`src/rtl/dropout_mask_gen.sv`:
```
// Thresholds LANES random slices into a keep/drop mask; WPM+1 cycles/mask, valid after WPM rnd samples.
// Backpressure: the mask is held stable and rnd_i ignored while m_valid & !m_ready; no gather/hold overlap.
module dropout_mask_gen #(
    parameter int LANES = 8,
    parameter int RBITS = 8
) (
    input  logic             clk,
    input  logic             rst,
    input  logic [31:0]      rnd_i,
    input  logic             start,
    input  logic [RBITS:0]   cfg_thr,
    input  logic [15:0]      cfg_len,
    output logic             busy,
    output logic             m_valid,
    input  logic             m_ready,
    output logic [LANES-1:0] m_mask,
    output logic             m_last,
    output logic             done,
    output logic [31:0]      keep_cnt
);

    localparam int SPW = 32 / RBITS;
    localparam int WPM = (LANES * RBITS + 31) / 32;
    localparam int WCW = (WPM > 1) ? $clog2(WPM) : 1;

    typedef enum logic [1:0] {
        S_IDLE,
        S_GATHER,
        S_HOLD
    } state_t;

    state_t           state_q;
    logic [WCW-1:0]   wcnt_q;
    logic [RBITS:0]   thr_q;
    logic [15:0]      rem_q;
    logic [LANES-1:0] mask_q;
    logic             valid_q;
    logic             last_q;
    logic             busy_q;
    logic             done_q;
    logic [31:0]      keep_q;

    logic [SPW-1:0]   slice_keep;
    logic [LANES-1:0] mask_d;
    logic [31:0]      pop;
    logic [32:0]      keep_sum;
    logic [31:0]      keep_d;

    always_comb begin
        slice_keep = '0;
        for (int k = 0; k < SPW; k++) begin
            slice_keep[k] = ({1'b0, rnd_i[k*RBITS +: RBITS]} < thr_q);
        end
        // Only the lanes owned by the current word are updated; excess slices are dropped.
        mask_d = mask_q;
        for (int l = 0; l < LANES; l++) begin
            if ((l / SPW) == int'(wcnt_q)) begin
                mask_d[l] = slice_keep[l % SPW];
            end
        end
        pop = '0;
        for (int l = 0; l < LANES; l++) begin
            pop = pop + 32'(mask_q[l]);
        end
        keep_sum = {1'b0, keep_q} + {1'b0, pop};
        keep_d   = keep_sum[32] ? '1 : keep_sum[31:0];
    end

    always_ff @(posedge clk or posedge rst) begin
        if (rst) begin
            state_q <= S_IDLE;
            wcnt_q  <= '0;
            thr_q   <= '0;
            rem_q   <= '0;
            mask_q  <= '0;
            valid_q <= 1'b0;
            last_q  <= 1'b0;
            busy_q  <= 1'b0;
            done_q  <= 1'b0;
            keep_q  <= '0;
        end else begin
            done_q <= 1'b0;
            case (state_q)
                S_IDLE: begin
                    if (start) begin
                        keep_q <= '0;
                        if (cfg_len != 16'd0) begin
                            thr_q   <= cfg_thr;
                            rem_q   <= cfg_len;
                            wcnt_q  <= '0;
                            busy_q  <= 1'b1;
                            state_q <= S_GATHER;
                        end else begin
                            done_q <= 1'b1;
                        end
                    end
                end
                S_GATHER: begin
                    mask_q <= mask_d;
                    if (wcnt_q == WCW'(WPM - 1)) begin
                        wcnt_q  <= '0;
                        valid_q <= 1'b1;
                        last_q  <= (rem_q == 16'd1);
                        state_q <= S_HOLD;
                    end else begin
                        wcnt_q <= wcnt_q + 1'b1;
                    end
                end
                S_HOLD: begin
                    if (m_ready) begin
                        keep_q  <= keep_d;
                        rem_q   <= rem_q - 16'd1;
                        valid_q <= 1'b0;
                        last_q  <= 1'b0;
                        if (rem_q == 16'd1) begin
                            busy_q  <= 1'b0;
                            done_q  <= 1'b1;
                            state_q <= S_IDLE;
                        end else begin
                            state_q <= S_GATHER;
                        end
                    end
                end
                default: state_q <= S_IDLE;
            endcase
        end
    end

    assign busy     = busy_q;
    assign m_valid  = valid_q;
    assign m_mask   = mask_q;
    assign m_last   = last_q;
    assign done     = done_q;
    assign keep_cnt = keep_q;

endmodule

```
`config.mk`:
```
export PLATFORM = sky130hd
export DESIGN_NAME = dropout_mask_gen
export DESIGN_NICKNAME = d
export VERILOG_FILES = /design/src/rtl/dropout_mask_gen.sv
export SDC_FILE = /design/constraint.sdc
export NUM_CORES = 1
export LEC_CHECK = 0
export BUFFER_PORTS_ARGS = -buffer_cell sky130_fd_sc_hd__buf_2
export CORE_UTILIZATION = 60
export CTS_BUF_LIST = sky130_fd_sc_hd__clkbuf_4 sky130_fd_sc_hd__clkbuf_8 sky130_fd_sc_hd__clkbuf_16
export DETAILED_ROUTE_END_ITERATION = 10
export GPL_TIMING_DRIVEN = 0
export HOLD_SLACK_MARGIN = 0.1
export PLACE_DENSITY = 0.89
export REMOVE_ABC_BUFFERS = 1
export SETUP_SLACK_MARGIN = 0.5
export SLEW_MARGIN = 5
export SYNTH_ARGS = -nofsm -noshare
export SYNTH_HDL_FRONTEND = slang
export SYNTH_SLANG_ARGS = --single-unit
```
`constraint.sdc`:
```
create_clock -name clk -period 9.67 [get_ports clk]
set_clock_uncertainty 0.1 [all_clocks]
set_input_delay 1.934 -clock clk [delete_from_list [all_inputs] [get_ports clk]]
set_output_delay 1.934 -clock clk [all_outputs]
set_load 0.1 [all_outputs]
```
# Yosys cells after proc, flatten, opt, wreduce, memory -nomap -nowiden
# Index checks and enable logic that the tools add are counted.
# word_totals
word_cells	81
regBits	72
# classes
order_cmp	4
n_addsub	10
muxes	33
n_eq_ne	8
reduce_logical	14
bitwise_logic	1
# op_table
cell	n
$mux 32	3
$pmux 32 s2	1
$mux 16	3
$lt 8x9->1	4
$add 32x8->33	1
$pmux 16 s2	1
$eq 16x1->1 const B	1
$reduce_bool 16->1	1
$sub 16x1->16 const B	1
$mux 1	15
$reduce_and 3->1	4
$ne 2x2->1 const B	5
$pmux 1 s2	5
$add 7x1->8	1
$mux 2	4
$reduce_and 4->1	2
$add 6x1->7	1
$add 5x1->6	1
$pmux 2 s3	1
$reduce_bool 2->1	3
$add 4x1->5	1
$reduce_and 5->1	1
$add 3x1->4	1
$reduce_and 2->1	2
other kinds (7)	7

# Depth between registers and ports, before layout
# Gate-level depths: netlist of the first run.
# logic_depth
depth_word	11
depth_mapped	14

# Worst setup path after synthesis of the first run
# OpenSTA, ideal clock, no wires.
# synth_timing
path_type	reg-to-reg
start	register mask_q[1], in the netlist m_mask[1]
end	register keep_q[16], in the netlist keep_cnt[16]
required_time_ps	9437
path_slack_ps	5033
arrival_ps	4405
setup_ps	133
period_less_slack_ps	4637
path_stages_with_launch	15
path_cell_list	dfrtp_1 fa_1 inv_1 fa_1 fa_1 fa_1 inv_1 fa_1 a211o_1 or3b_1 buf_2 buf_2 nor4_1 mux2i_1 nand3_1
# synth_via
elab_chain_cells	11
# synth_lines
item	line	source
from (decl)	36	logic [LANES-1:0] mask_q;
from (signal assigned)	99	mask_q <= mask_d;
$add 1x1->2	63	pop = pop + 32'(mask_q[l]);
$add 2x1->3	63	
$add 3x1->4	63	
$add 4x1->5	63	
$add 5x1->6	63	
$add 6x1->7	63	
$add 7x1->8	63	
$add 32x8->33	65	keep_sum = {1'b0, keep_q} + {1'b0, pop};
$mux 32	66	keep_d = keep_sum[32] ? '1 : keep_sum[31:0];
$mux 32	110	if (m_ready) begin
$pmux 32 s2	83	case (state_q)
to (signal assigned)	111	keep_q <= keep_d;
to (decl)	41	logic [31:0] keep_q;
# Every way passes these cells. The select of a mux whose other input is x is not followed.
# A chain may end at the register's enable or synchronous reset.

# Worst setup path after layout of the first run
# layout_timing
start	register mask_q[0], in the netlist m_mask[0]
end	register keep_q[9], in the netlist keep_cnt[9]
# Same word-level chain as after synthesis.

==> results of run 1 <==
## power breakdown
part / internal [uW] / switching (uW)
Sequential: 379 / 83.3
Combinational: 304 / 536
Clock: 151 / 116
## logic make-up (layout without fill, tap and decap cells)
family                   after synthesis  after routing  synth area share
buffers and inverters                 68            160           0.05367
AO/OA/AOI/OAI                        186            186            0.2322
AND/OR/NAND/NOR                      197            197            0.2049
XOR/XNOR                               1              1          0.001748
flip-flops                            72             72            0.3595
adder cells (fa/ha/maj)               41             41            0.1098
multiplexers                          18             18           0.03819
## layer usage
layer / routed length, um / up-vias / GRT usage
li1: - / 2335 / -
met1: 5275 / 2356 / 0.4123
met2: 6334 / 263 / 0.5263
met3: 960 / 50 / 0.04472
met4: 410 / 0 / 0.1372
met5: 0 / - / 0
## Yosys cell counts (7+ instances only)
cell                        instances  area share
sky130_fd_sc_hd__dfrtp_1           72        0.36
sky130_fd_sc_hd__o21ai_0           57       0.057
sky130_fd_sc_hd__nand2_1           51       0.038
sky130_fd_sc_hd__a21oi_1           42       0.042
sky130_fd_sc_hd__inv_1             38       0.028
sky130_fd_sc_hd__ha_1              36       0.090
sky130_fd_sc_hd__nor2_1            32       0.024
sky130_fd_sc_hd__clkbuf_1          22       0.016
sky130_fd_sc_hd__a31oi_1           19       0.024
sky130_fd_sc_hd__nand3_1           18       0.018
sky130_fd_sc_hd__nand4_1           17       0.021
sky130_fd_sc_hd__nor4_1            15       0.019
sky130_fd_sc_hd__a21o_1            13       0.019
sky130_fd_sc_hd__nor2b_1           13       0.016
sky130_fd_sc_hd__nor3_1            12       0.012
sky130_fd_sc_hd__and3_1             9       0.011
sky130_fd_sc_hd__mux2_2             9       0.020
sky130_fd_sc_hd__mux2i_1            9       0.018
sky130_fd_sc_hd__o22ai_1            9       0.011
sky130_fd_sc_hd__a2111oi_0          7       0.012
sky130_fd_sc_hd__nand2b_1           7      0.0087
## through the flow
step / setup WS, ps / area, sq um
2_1_floorplan: 4913 / 4886
3_3_place_gp: 4914 / 5534
3_5_place_dp: 4909 / 5575
4_1_cts: 4881 / 5796
5_1_grt: 4635 / 5798
6_report: 4854 / 5798
## cell type report
type	instances	area, sq um	area share
Clock buffer	10	137.6	0.02374
Clock inverter	6	82.58	0.01424
Inverter	38	145.1	0.02503
Multi-Input combinational cell	443	2952	0.5091
Sequential cell	72	1802	0.3107
Tap cell	102	127.6	0.02201
Timing Repair Buffer	106	551.8	0.09517
## registers in the layout (all words and copies together), names as in the netlist
signal    count
keep_cnt     32
rem_q        16
thr_q         9
m_mask        8
state_q       2
busy          1
done          1
m_last        1
m_valid       1
wcnt_q        1
## critical path: cells and delay by family, from the launching register on
| kind | cells | cell delay [ps] |
|---|---|---|
| flops | 1 | 420 |
| buf+inv | 2 | 150 |
| compound gates | 3 | 480 |
| fa+ha+maj | 5 | 2130 |
| simple gates | 2 | 1420 |
## worst paths after layout
path	start	end
max in group asynchronous	rst	keep_cnt[5]
min in group asynchronous	rst	keep_cnt[17]
min	m_valid	m_valid
max	m_mask[0]	keep_cnt[9]
min reg2reg	m_valid	m_valid
max reg2reg	m_mask[0]	keep_cnt[9]
==> impl_metrics.sql, run 1 <==
INSERT INTO impl_metrics (metric_group, metric, value, unit) VALUES
('clocking', 'clock_latency', '350', 'ps'),
('global_routing', 'antenna_found_initial', '0', ''),
('detailed_routing', 'vias_per_cell', '6.440', ''),
('run', 'cap_violations', '0', ''),
('finish', 'design.final.nets', '772', ''),
('timing', 'worst_slew_pin_slew', '1317', 'ps'),
('worst_setup_path', 'crit_path_top_delay_cell', 'sky130_fd_sc_hd__nor4_4', ''),
('detailed_routing', 'dr_drc_count', '0', ''),
('timing', 'final.period_utilization', '0.4980', ''),
('worst_setup_path', 'critPathKind', 'reg -> reg', ''),
('timing', 'min_period', '4816', 'ps'),
('placement', 'number_of_instances_in_the_placed_design', '761', ''),
('worst_setup_path', 'list_of_cells_traversed_by_the_critical_path', 'fa_1 -> inv_1 -> fa_1 -> fa_1 -> fa_1 -> inv_1 -> fa_1 -> a211o_1 -> or3b_1 -> nor4_4 -> a21oi_1 -> o2bb2ai_1', ''),
('timing', 'grt_setup_unrepaired', 'false', ''),
('detailed_routing', 'average_detailed_routed_wire_length_per_instance', '16.71', 'um'),
('logic_synthesis', 'predominant_post_synthesis_flop_cell', 'sky130_fd_sc_hd__dfrtp_1', ''),
('logic_synthesis', 'synthesis.yosys.warnings', '0', ''),
('logic_synthesis', 'postSynthCellCount', '583', ''),
('detailed_routing', 'antenna_violating_nets_post_route', '0', ''),
('worst_setup_path', 'required', '9820', 'ps'),
('worst_setup_path', 'worst_setup_path_end_kind', 'flop', ''),
('worst_setup_path', 'critPathArrivalTime', '4960', 'ps'),
('floorplanning', 'dieHeight', '93.40', 'um'),
('power', 'ir_drop', '0.1482', 'mV'),
('finish', 'num_antenna_cells', '0', ''),
('worst_hold_path', 'min-delay-path-class', 'reg -> reg', ''),
('clocking', 'tritoncts.num_buffers', '9', ''),
('clocking', 'cts.root.buffer_cell', 'sky130_fd_sc_hd__clkbuf_8', ''),
('finish', 'fillers', '579', ''),
('worst_setup_path', 'setup.reg_to_reg.worst_slack', '4850', 'ps'),
('power', 'p_per_area', '270.5', 'nW/um^2'),
('finish', 'drive_gt1_frac', '0.2074', ''),
('global_routing', 'grt_pass1_wl', '21.75', 'mm'),
('placement', 'place.port_buffers', '104', ''),
('run_status', 'status', 'complete, no violations', ''),
('detailed_routing', 'drt-total-wl', '12.98', 'mm'),
('floorplanning', 'floorplan_die_area', '8724', 'sq um'),
('power', 'total_leakage_power', '0.002701', 'uW'),
('timing', 'hold_ws', '382.5', 'ps'),
('detailed_routing', 'drt_iter0_markers', '372', ''),
('logic_synthesis', 'post_synthesis_mean_instance_area', '8.597', 'sq um'),
('logic_synthesis', 'sequential_fraction_of_the_synthesis_area', '0.3595', ''),
('clocking', 'cts.repair.resized', '0', ''),
('power', 'p_total', '1569', 'uW'),
('clocking', 'clkSlewWorstSetupHoldPaths', '80', 'ps'),
('clocking', 'cts_hold_buffers', '0', ''),
('global_routing', 'number_of_global_route_vias_before_repair', '4595', ''),
('timing', 'slew_headroom', '0.1219', ''),
('clocking', 'post_cts.repair.setup_buffers', '0', ''),
('timing', 'hold_violations', '0', ''),
('floorplanning', 'fp-row-count', '32', ''),
('logic_synthesis', 'postSynthRegisterBits', '72', ''),
('worst_setup_path', 'timing.reg2reg.worst_path_depth', '12', ''),
('logic_synthesis', 'postSynth.asyncResetShare', '1.000', ''),
('floorplanning', 'dieWidth', '93.40', 'um'),
('worst_setup_path', 'worstPathMaxFanout', '19', ''),
('finish', 'fin_cells', '777', ''),
('placement', 'detailed_placement_wirelength_estimate', '9.450', 'mm'),
('global_routing', 'grt_remaining_overflow', '0', ''),
('floorplanning', 'starting_density', '0.6355', ''),
('placement', 'place.gp.congestion', '0.9326', ''),
('worst_hold_path', 'worst_hold_path_cells', '2', ''),
('worst_setup_path', 'timing.critical_path.from_type', 'flop', ''),
('finish', 'layout.cells.most_common', 'sky130_fd_sc_hd__buf_2', ''),
('clocking', 'h_tree_levels', '3', ''),
('floorplanning', 'io-pin-count', '105', ''),
('clocking', 'cts_tree', 'yes', ''),
('global_routing', 'total_grt_usage', '0.3167', ''),
('global_routing', 'grt_start_max_net_pins', '44', ''),
('detailed_routing', 'dr_total_vias', '5004', ''),
('finish', 'highest_count_cells_in_the_layout_ignoring_fill_and_taps', '104 x sky130_fd_sc_hd__buf_2, 72 x sky130_fd_sc_hd__dfrtp_1, 57 x sky130_fd_sc_hd__o21ai_0, 51 x sky130_fd_sc_hd__nand2_1, 42 x sky130_fd_sc_hd__a21oi_1', '');
Note: power is estimated with default switching activity, not from simulation.
==> run 2, diff against run 1 <==
Settings changed: CORE_UTILIZATION 60 to 50, PLACE_DENSITY 0.89 to 0.8.
Clock period 9.67 ns to 4.1 ns, I/O delays scaled along.
==> impl_metrics.sql, run 2 (synthesis gave the netlist of run 1 again) <==
INSERT INTO impl_metrics (metric_group, metric, value, unit) VALUES
('clocking', 'cts_num_sinks', '72', ''),
('detailed_routing', 'drt_iter0_markers', '320', ''),
('finish', 'fillers', '806', ''),
('finish', 'layout.cells.most_common', 'sky130_fd_sc_hd__buf_2', ''),
('finish', 'register_area', '1802', 'sq um'),
('finish', 'design.final.nets', '795', ''),
('power', 'seqPwrFrac', '0.286', ''),
('timing', 'slew_headroom', '0.1651', ''),
('timing', 'setup_viol_count_final', '8', ''),
('timing', 'grt_setup_unrepaired', 'true', ''),
('placement', 'detailed_placement_wirelength_estimate', '9.398', 'mm'),
('worst_setup_path', 'worst_setup_path_end_kind', 'flop', ''),
('power', 'p_per_area', '617.0', 'nW/um^2'),
('worst_setup_path', 'required', '4260', 'ps'),
('timing', 'achievable-frequency', '242.5', 'MHz'),
('clocking', 'cts_tree', 'yes', ''),
('detailed_routing', 'average_detailed_routed_wire_length_per_instance', '16.71', 'um'),
('power', 'power_internal', '2008', 'uW'),
('worst_setup_path', 'critPathKind', 'reg -> reg', ''),
('detailed_routing', 'drt_first_pass_iters', '5', ''),
('worst_setup_path', 'timing.critical_path.from_type', 'flop', ''),
('power', 'ir_drop', '0.3806', 'mV'),
('floorplanning', 'floorplan_die_area', '10430', 'sq um'),
('run', 'cap_violations', '0', ''),
('global_routing', 'antenna_found_initial', '0', ''),
('power', 'power_frac_comb', '0.570', ''),
('power', 'clock_power_share', '0.144', ''),
('floorplanning', 'starting_density', '0.5152', ''),
('worst_setup_path', 'setup.reg_to_reg.worst_slack', '-20', 'ps'),
('worst_setup_path', 'timing.reg2reg.worst_path_depth', '15', ''),
('worst_setup_path', 'worstPathMaxFanout', '7', ''),
('clocking', 'clkSlewWorstSetupHoldPaths', '80', 'ps'),
('clocking', 'cts_hold_buffers', '0', ''),
('worst_setup_path', 'critPathArrivalTime', '4290', 'ps'),
('power', 'p_sw', '1811', 'uW'),
('timing', 'final.period_utilization', '1.006', ''),
('finish', 'highest_count_cells_in_the_layout_ignoring_fill_and_taps', '104 x sky130_fd_sc_hd__buf_2, 72 x sky130_fd_sc_hd__dfrtp_1, 49 x sky130_fd_sc_hd__nand2_1, 42 x sky130_fd_sc_hd__o21ai_0, 40 x sky130_fd_sc_hd__a21oi_1', ''),
('timing', 'hold_ws', '291.9', 'ps'),
('timing', 'min_period', '4124', 'ps'),
('finish', 'multi_input_area', '3124', 'sq um'),
('global_routing', 'grt_start_max_net_pins', '58', ''),
('timing', 'timing.final.max_slew_violations', '0', ''),
('finish', 'synthToLayoutAreaGrowth', '23.46', '%'),
('finish', 'largest_register_ff_count', '32', ''),
('floorplanning', 'core-area', '9729', 'sq um'),
('floorplanning', 'dieHeight', '102.1', 'um'),
('clocking', 'h_tree_levels', '3', ''),
('detailed_routing', 'vias_per_cell', '6.172', ''),
('detailed_routing', 'drt-total-wl', '13.88', 'mm'),
('floorplanning', 'fp-row-count', '36', ''),
('clocking', 'clock_latency', '350', 'ps'),
('clocking', 'max-clock-path-buffers', '2', ''),
('worst_hold_path', 'min-delay-path-class', 'in -> async', ''),
('detailed_routing', 'dr_drc_count', '0', ''),
('finish', 'drive_gt1_frac', '0.2722', ''),
('floorplanning', 'dieWidth', '102.1', 'um'),
('run_status', 'violations', 'setup timing', ''),
('global_routing', 'total_grt_usage', '0.2673', ''),
('timing', 'finalSetupTns', '-108.1', 'ps'),
('detailed_routing', 'antenna_violating_nets_post_route', '0', ''),
('global_routing', 'number_of_global_route_vias_before_repair', '4702', ''),
('placement', 'place.port_buffers', '104', ''),
('finish', 'num_antenna_cells', '0', ''),
('timing', 'setup_slack', '-24.16', 'ps'),
('run_status', 'status', 'finished, violations left', ''),
('power', 'netSwitchingFraction', '0.4742', ''),
('worst_setup_path', 'worst_r2r_startpoint', 'm_mask[0]', ''),
('floorplanning', 'io-pin-count', '105', ''),
('clocking', 'cts.root.buffer_cell', 'sky130_fd_sc_hd__clkbuf_8', ''),
('clocking', 'tritoncts.num_buffers', '9', ''),
('timing', 'worst_slew_pin_slew', '1252', 'ps'),
('detailed_routing', 'dr_total_vias', '5129', ''),
('timing', 'hold_violations', '0', ''),
('placement', 'post_place_setup_slack', '-647.5', 'ps'),
('worst_setup_path', 'worstReg2RegEnd', 'keep_cnt[19]', ''),
('global_routing', 'grt_remaining_overflow', '0', ''),
('placement', 'place.gp.congestion', '0.8758', ''),
('power', 'total_leakage_power', '0.002906', 'uW'),
('global_routing', 'grt_pass1_wl', '21.92', 'mm');
[run 2: cell count changes in the layout (fill, tap and decap cells not counted), sizes merged]
cell      previous run  this run
bufinv               2         0
buf                106       129
clkbuf              10        13
clkinvlp             1         0
[run 2: power by group through the flow]
stage,Combinational (uW),Clock (uW),Sequential (uW)
after CTS,2070,559,1080
final,2180,548,1090
after detailed placement,1980,0,1100
after global routing,2410,582,1120
after floorplan,1210,0,1370
after global placement,1850,0,1090
[run 2: critical path, stage by stage, from the launching register on]
cell,delay (ps)
sky130_fd_sc_hd__dfrtp_1,410
sky130_fd_sc_hd__fa_1,530
sky130_fd_sc_hd__inv_1,50
sky130_fd_sc_hd__fa_1,500
sky130_fd_sc_hd__fa_1,430
sky130_fd_sc_hd__fa_2,370
sky130_fd_sc_hd__inv_2,70
sky130_fd_sc_hd__fa_2,200
sky130_fd_sc_hd__a211o_1,140
sky130_fd_sc_hd__or3b_4,420
sky130_fd_sc_hd__buf_4,150
sky130_fd_sc_hd__buf_4,140
sky130_fd_sc_hd__nor4_4,140
sky130_fd_sc_hd__buf_4,190
sky130_fd_sc_hd__nand2_8,80
sky130_fd_sc_hd__o211ai_1,100
[run 2: per-stage QoR]
step	power [uW]	cells	util	instance area [sq um]
finish	3818	831	0.6361	6188
global route	4113	831	0.6361	6188
global placement	2939	790	0.5728	5573
CTS	3716	822	0.6181	6013
detailed placement	3079	792	0.5784	5628
floorplan	2582	553	-	4886
[run 2: timing repair]
action / in CTS / in global routing
cloned: 1 / 1
pin swaps: 12 / 10
buffers inserted: 13 / 8
gates resized for setup: 30 / 29
setup endpoints to repair: 44 / 42
[run 2: layout make-up]
cell class | count | share of cell area
well taps | 133 | 0.02689
clock buffers | 13 | 0.02790
multi-input cells | 443 | 0.5049
clock inverters | 3 | 0.002426
repair buffers | 129 | 0.1233
flip-flops and latches | 72 | 0.2911
inverters | 38 | 0.02345
[run 2: worst max-delay path by stage]
stage	slack (ps)	to	depth (start not counted)	startpoint
finish	-20	keep_cnt[19]	15	m_mask[0]
global route	-170	keep_cnt[0]	15	m_mask[0]
detailed placement	-650	keep_cnt[11]	12	m_mask[0]
global placement	-590	keep_cnt[2]	12	m_mask[0]
floorplan	-660	keep_cnt[11]	12	m_mask[1]
CTS	30	keep_cnt[26]	12	m_mask[0]
[run 2: per-layer routing]
layer / wire (um) / track usage / part of all wire / vias up
met5: 0 / 0 / 0 / -
met4: 344 / 0.1055 / 0.025 / 0
met3: 1097 / 0.04104 / 0.079 / 36
met2: 6951 / 0.4646 / 0.50 / 257
met1: 5488 / 0.3330 / 0.40 / 2447
li1: - / - / - / 2389
